## config.mk

```make
export PLATFORM = sky130hd
export DESIGN_NAME = dense_mac_sched
export DESIGN_NICKNAME = d
export VERILOG_FILES = /design/src/rtl/dense_mac_sched.sv
export SDC_FILE = /design/constraint.sdc
export NUM_CORES = 1
export LEC_CHECK = 0
export BUFFER_PORTS_ARGS = -buffer_cell sky130_fd_sc_hd__buf_2
export CAP_MARGIN = 20
export CORE_ASPECT_RATIO = 1.5
export CORE_UTILIZATION = 35
export DETAILED_ROUTE_END_ITERATION = 16
export GPL_ROUTABILITY_DRIVEN = 0
export SETUP_SLACK_MARGIN = 0.4
export SLEW_MARGIN = 20
export SYNTH_ARGS = -nofsm -noshare
export SYNTH_HDL_FRONTEND = slang
export SYNTH_SLANG_ARGS = --single-unit
```

## constraint.sdc

```tcl
create_clock -name clk -period 5.1 [get_ports clk]
set_clock_uncertainty 0.05 [all_clocks]
set_input_delay 0.51 -clock clk [delete_from_list [all_inputs] [get_ports clk]]
set_output_delay 0.51 -clock clk [all_outputs]
set_load 0.05 [all_outputs]
```

## src/rtl/dense_mac_sched.sv

```systemverilog
// Dense layer MAC sequencer: walks x/w/bias memories, feeds an external pipelined
// multiplier, accumulates bias + dot product per neuron and streams results out.
module dense_mac_sched #(
  parameter int IN_LEN  = 16,
  parameter int OUT_LEN = 10,
  parameter int MUL_LAT = 3,
  parameter int AW      = 16
) (
  input  logic          clk,
  input  logic          reset,
  input  logic          start,
  output logic          busy,
  output logic          done,
  output logic [AW-1:0] x_addr,
  input  logic [15:0]   x_data,
  output logic [AW-1:0] w_addr,
  input  logic [15:0]   w_data,
  output logic [AW-1:0] b_addr,
  input  logic [31:0]   b_data,
  output logic [15:0]   mul_din0,
  output logic [15:0]   mul_din1,
  output logic          mul_ce,
  input  logic [31:0]   mul_dout,
  output logic          y_valid,
  input  logic          y_ready,
  output logic [31:0]   y_data,
  output logic [AW-1:0] y_idx
);

  typedef enum logic [1:0] {IDLE, ISSUE, DRAIN, OUT} state_t;

  state_t          state_reg, state_next;
  logic [AW-1:0]   x_addr_reg, w_addr_reg, b_addr_reg;
  logic [MUL_LAT:0] tag_reg, tag_next;
  logic            bias_cap_reg;
  logic [31:0]     acc_reg;
  logic            done_reg;

  logic last_k, last_n, tags_drained;

  // x_addr doubles as the MAC index k and b_addr as the neuron index n
  assign last_k       = (x_addr_reg == AW'(IN_LEN - 1));
  assign last_n       = (b_addr_reg == AW'(OUT_LEN - 1));
  // Only the final stage may still hold a product; it is added on this same edge
  assign tags_drained = (tag_reg[MUL_LAT-1:0] == '0);

  always_ff @(posedge clk or posedge reset) begin
    if (reset) state_reg <= IDLE;
    else       state_reg <= state_next;
  end

  always_comb begin
    state_next = state_reg;
    case (state_reg)
      IDLE:  if (start) state_next = ISSUE;
      ISSUE: if (last_k) state_next = DRAIN;
      DRAIN: if (tags_drained && !bias_cap_reg) state_next = OUT;
      OUT:   if (y_ready) state_next = last_n ? IDLE : ISSUE;
      default: state_next = IDLE;
    endcase
  end

  // Valid-tag chain: stage 0 marks operands at the multiplier input,
  // stage MUL_LAT marks the matching product on mul_dout.
  assign tag_next[0] = (state_reg == ISSUE);
  generate
    for (genvar gi = 1; gi <= MUL_LAT; gi++) begin : g_tag
      assign tag_next[gi] = tag_reg[gi-1];
    end
  endgenerate

  always_ff @(posedge clk or posedge reset) begin
    if (reset)       tag_reg <= '0;
    else if (mul_ce) tag_reg <= tag_next;
  end

  always_ff @(posedge clk or posedge reset) begin
    if (reset) begin
      x_addr_reg   <= '0;
      w_addr_reg   <= '0;
      b_addr_reg   <= '0;
      bias_cap_reg <= 1'b0;
      acc_reg      <= '0;
      done_reg     <= 1'b0;
    end else begin
      done_reg     <= (state_reg == OUT) && y_ready && last_n;
      bias_cap_reg <= (state_reg == ISSUE) && (x_addr_reg == '0);
      acc_reg      <= (bias_cap_reg ? b_data : acc_reg) +
                      (tag_reg[MUL_LAT] ? mul_dout : 32'd0);
      case (state_reg)
        ISSUE: begin
          if (!last_k) begin
            x_addr_reg <= x_addr_reg + 1'b1;
            w_addr_reg <= w_addr_reg + 1'b1;
          end
        end
        OUT: begin
          if (y_ready) begin
            if (last_n) begin
              x_addr_reg <= '0;
              w_addr_reg <= '0;
              b_addr_reg <= '0;
            end else begin
              // w_addr sits on n*IN_LEN+IN_LEN-1, so +1 is the next row base
              x_addr_reg <= '0;
              w_addr_reg <= w_addr_reg + 1'b1;
              b_addr_reg <= b_addr_reg + 1'b1;
            end
          end
        end
        default: ;
      endcase
    end
  end

  assign busy     = (state_reg != IDLE);
  assign done     = done_reg;
  assign mul_ce   = (state_reg == ISSUE) || (state_reg == DRAIN);
  assign x_addr   = x_addr_reg;
  assign w_addr   = w_addr_reg;
  assign b_addr   = b_addr_reg;
  assign mul_din0 = tag_reg[0] ? x_data : 16'd0;
  assign mul_din1 = tag_reg[0] ? w_data : 16'd0;
  assign y_valid  = (state_reg == OUT);
  assign y_data   = y_valid ? acc_reg : 32'd0;
  assign y_idx    = y_valid ? b_addr_reg : '0;

endmodule

```

======== Word-level counts from Yosys, hierarchy flattened ========
Cells that the tools add are included.
storage, ports and cells
  output and inout port bits .............. 132
  logic and storage cells ................. 56
  bits in registers ....................... 88
operators by class
  $add $sub $neg .......................... 4
  reductions and logical operators ........ 14
  equal/unequal tests ..................... 10
  muxes and demuxes ....................... 20
operators with widths
  kind                     count
  $mux W16                 9
  $mux W32                 3
  $pmux W16 S2             2
  $add A16 B1 Y16 const B  3
  $add A32 B32 Y32         1
  $eq A16 B4 Y1 const B    2
  $logic_not A16 Y1        1
  $mux W2                  4
  $pmux W2 S4              1
  $ne A2 B2 Y1 const B     3
  $eq A2 B2 Y1 const B     2
  $logic_and A1 B1 Y1      4
  $ne A2 B1 Y1 const B     2
  $reduce_and A4 Y1        1
  $reduce_bool A2 Y1       2
  $logic_not A3 Y1         1
  $reduce_and A3 Y1        1
  $eq A2 B1 Y1 const B     1
  $logic_not A2 Y1         1
  $reduce_and A2 Y1        1
  $logic_not A1 Y1         1
  $logic_or A1 B1 Y1       1
  $mux W1                  1

======== Depth between registers and ports, before layout ========
  word-level depth ........................ 4
  gate-level depth with buffers ........... 11

======== Worst setup path before layout ========
Ideal clock, no wire load.
  path kind ............................... register to register
  from .................................... register bias_cap_reg
  to ...................................... register acc_reg[26]
  clock period less this slack ............ 2.966 ns
  path slack .............................. 2.134 ns
  library setup time ...................... 0.135 ns
  cell stages (with the launch flop) ...... 11
  data arrival time ....................... 2.781 ns
  buffers on the path ..................... 3
  cells stage by stage .................... dfrtp_1 -> buf_2 -> clkbuf_1 -> mux2_2 -> ha_1 -> buf_2 -> nand4_1 -> or3_1 -> a211o_1 -> a2111oi_2 -> a211oi_2
between the ends
  longest elaborated chain between the ends .. 2
RTL lines
  element                 RTL line  text
  from (decl)             35        logic bias_cap_reg;
  from (signal assigned)  87        bias_cap_reg <= (state_reg == ISSUE) && (x_addr_reg == '0);
  $mux W32                88        acc_reg <= (bias_cap_reg ? b_data : acc_reg) +
  $add A32 B32 Y32        88
  to (signal assigned)    88
  to (decl)               36        logic [31:0] acc_reg;
No other way between the ends.
A chain may end at the register's enable or synchronous reset.

======== Worst setup path after layout ========
Same ends and word-level chain as after synthesis.

==> flow_metrics.env <==
export IMPL_status="completed"
export IMPL_final_cell_mix="buf_2 (231), and2_1 (117), dfrtp_1 (88)"
export IMPL_p_sw_mw=2.878
export IMPL_synthCells=748
export IMPL_end_kind="flop"
export IMPL_drc=0
export IMPL_p_int_mw=2.514
export IMPL_vias_per_cell=5.110
export IMPL_clk_latency_ns=0.34
export IMPL_synthFlopType="dfrtp_1"
export IMPL_antenna_left=0
export IMPL_syn_area_per_cell_um2=8.991
export IMPL_power_mw=5.393
export IMPL_worst_slew_pin_slew_ns=1.004
export IMPL_hold_violations=0
export IMPL_root_buffer="clkbuf_16"
export IMPL_antenna_cells=0
export IMPL_rows=61
export IMPL_postCtsSetupRepairBufs=0
export IMPL_yosys_cell_types_count=65
export IMPL_path_delay_family="flip-flops"
export IMPL_required_ns=5.27
export IMPL_fmax_ghz=0.2679
export IMPL_ys_ff_latch=88
export IMPL_p_per_area_nw_per_um2=644.4
export IMPL_wirelength_um=20150
export IMPL_setup_viol=0
export IMPL_clock_sinks=88
export IMPL_synth_xor_area_share_pct=7.944
export IMPL_drive_above_1_share_pct=31.85
export IMPL_synth_top_family_by_area="simple AND/OR/NAND/NOR gates"
export IMPL_final_cells=1216
export IMPL_io_buffers=231
export IMPL_crit_fanout=21
export IMPL_synthSimpleGateAreaFrac_pct=26.25
export IMPL_r2r_end="acc_reg[26]$_DFF_PP0_"
export IMPL_p_leak_nw=4.208
export IMPL_cts_clk_slew_worst_paths_ns=0.07
export IMPL_place_area_um2=8043
export IMPL_num_vias=6214
export IMPL_htreeDepth=3
export IMPL_slowest_delay_ns=0.94
export IMPL_stdcell_area_um2=8369
export IMPL_timing_slew_headroom_pct=33.08
export IMPL_drtIter0Drc=270
export IMPL_synth_compound_area_share_pct=15.13
export IMPL_ys_seq_area_share_pct=32.74
export IMPL_period_share_pct=73.19
export IMPL_drv_cap=0
export IMPL_setup_tns_final_ns=0
export IMPL_synth_nets=890
export IMPL_start_util_pct=35.97
export IMPL_netlist_area_um2=6725
export IMPL_start_kind="flop"
export IMPL_grt_pass1_wl_um=31130
export IMPL_grt_pass1_vias=6043
export IMPL_reg2reg_setup_slack_ns=1.37
export IMPL_worst_path_max_delay_cell="dfrtp_1"
export IMPL_die_w_um=115.2
export IMPL_ys_warn_count=0
export IMPL_cts_buffer_depth=2
export IMPL_path_cells="buf_4 -> mux2_2 -> ha_1 -> nand4_1 -> or3_1 -> a211o_1 -> a2111oi_2 -> a211oi_2"
export IMPL_comb_power_share_pct=64.7
export IMPL_grt_usage_pct=20.29
export IMPL_nets=1101
export IMPL_die_area_um2=19780
export IMPL_swShare_pct=53.37
export IMPL_cts_tree="yes"
export IMPL_die_h_um=171.8
export IMPL_utilization_pct=44.76
export IMPL_dp_slack_ns=1.414
export IMPL_synth_async_reset_ratio_pct=100.0
export IMPL_fin_hold_ws_ns=0.2577
export IMPL_wire_per_inst_um=16.57
export IMPL_numCtsBuffers=9
export IMPL_path_class="flop to flop"
export IMPL_hp_class="input port to async pin"
export IMPL_power_frac_seq_pct=21.7
export IMPL_worst_slack_ns=1.367
export IMPL_startpoint="bias_cap_reg$_DFF_PP0_"
export IMPL_drv_slew=0
export IMPL_period_needed_ns=3.733
export IMPL_synth_area_mux_share_pct=6.326
export IMPL_grt_overflow=0
export IMPL_cp_depth=8
export IMPL_arrival_ns=3.90
export IMPL_irDropWorstVdd_v=0.0003892
export IMPL_num_io_pins=232
export IMPL_synthAdderAreaFrac_pct=7.926
export IMPL_cts_resized=0
export IMPL_largest_reg_flops=32
export IMPL_clkPwrFrac_pct=13.6
export IMPL_coreArea_um2=18700
export IMPL_final_common_cell="buf_2"
export IMPL_endpoint="acc_reg[26]$_DFF_PP0_"
export IMPL_r2r_start="bias_cap_reg$_DFF_PP0_"
export IMPL_reg2regPathDepth=8
export IMPL_grt_start_max_net_pins=62
export IMPL_ctsHoldBuffers=0
export IMPL_drt_first_pass_iters=6
export IMPL_rsz0062_at_grt="false"
export IMPL_dp_cells=1200
export IMPL_antenna_found_initial=0
export IMPL_area_growth_pct=24.45
export IMPL_path_buf_inv=1
export IMPL_dp_hpwl_um=15860
export IMPL_synth_edff_count=0
[power groups by stage]
stage	registers, mW	clock network, mW	logic, mW
final	1.17	0.736	3.49
after global routing	1.21	0.781	3.77
after CTS	1.18	0.753	3.50
after detailed placement	1.19	0	3.48
after global placement	1.19	0	3.46
after floorplan	1.34	0	2.57
[synthesized netlist by cell type (all sizes together) (2+ instances only)]
cell	count	area, um2
inv	18	67.56
nand2	55	206.5
a211oi	6	55.05
a21o	22	172.7
a21oi	47	250.3
o211ai	4	30.03
mux2i	2	20.02
nand4	25	156.4
o21a	2	16.27
o2111ai	3	26.28
clkbuf	19	72.56
o31ai	5	37.54
nor4b	4	35.03
nor4	5	31.28
a22oi	2	15.01
and3	11	68.82
xnor2	29	254.0
a211o	4	35.03
and4	5	43.79
mux2	36	405.4
and2	117	732.0
nand3	19	95.09
or2	3	18.77
buf	15	107.6
or4b	2	20.02
o21ai	24	120.1
dfrtp	88	2202
ha	41	513.0
o221ai	2	17.52
xor2	32	280.3
nor2b	3	18.77
a2111oi	6	108.9
nor2	50	187.7
or3	4	25.02
nor3	17	90.09
a31oi	5	31.28
[routing by layer]
metal | global-route usage (%) | vias up | share of wire (%)
met2 | 36.38 | 136 | 53
met1 | 24.00 | 2979 | 41
met4 | 8.696 | 0 | 2.7
met5 | 0 | - | 0
met3 | 2.607 | 36 | 3.2
li1 | - | 3063 | -
[worst min-delay path by stage]
| stage | startpoint | end | slack (ns) | cells after the start |
|---|---|---|---|---|
| after floorplan | tag_reg[2]$_DFFE_PP0P_ | tag_reg[2]$_DFFE_PP0P_ | 0.45 | 1 |
| after global placement | w_addr[1]$_DFFE_PP0P_ | w_addr[1]$_DFFE_PP0P_ | 0.45 | 2 |
| after detailed placement | w_addr[1]$_DFFE_PP0P_ | w_addr[1]$_DFFE_PP0P_ | 0.47 | 2 |
| after CTS | reset | acc_reg[5]$_DFF_PP0_ | 0.29 | 2 |
| after global routing | reset | acc_reg[5]$_DFF_PP0_ | 0.33 | 2 |
| final | reset | acc_reg[7]$_DFF_PP0_ | 0.26 | 2 |
[logic make-up (layout without fill, tap and decap cells)]
logic type / Yosys count / after routing
compound gates: 143 / 143
simple gates: 324 / 324
fa+ha+maj: 42 / 42
mux: 38 / 38
xor+xnor: 61 / 61
buf+inv: 52 / 268
flops: 88 / 88
[cell type report]
class,count,area [um2]
clock buffers,9,225.2
fillers,1871,10330
multi-input cells,608,4278
well taps,252,315.3
flip-flops and latches,88,2202
clock inverters,7,101.3
inverters,18,68.82
repair buffers,234,1179
No activity file was read; power rests on OpenSTA's default activity.
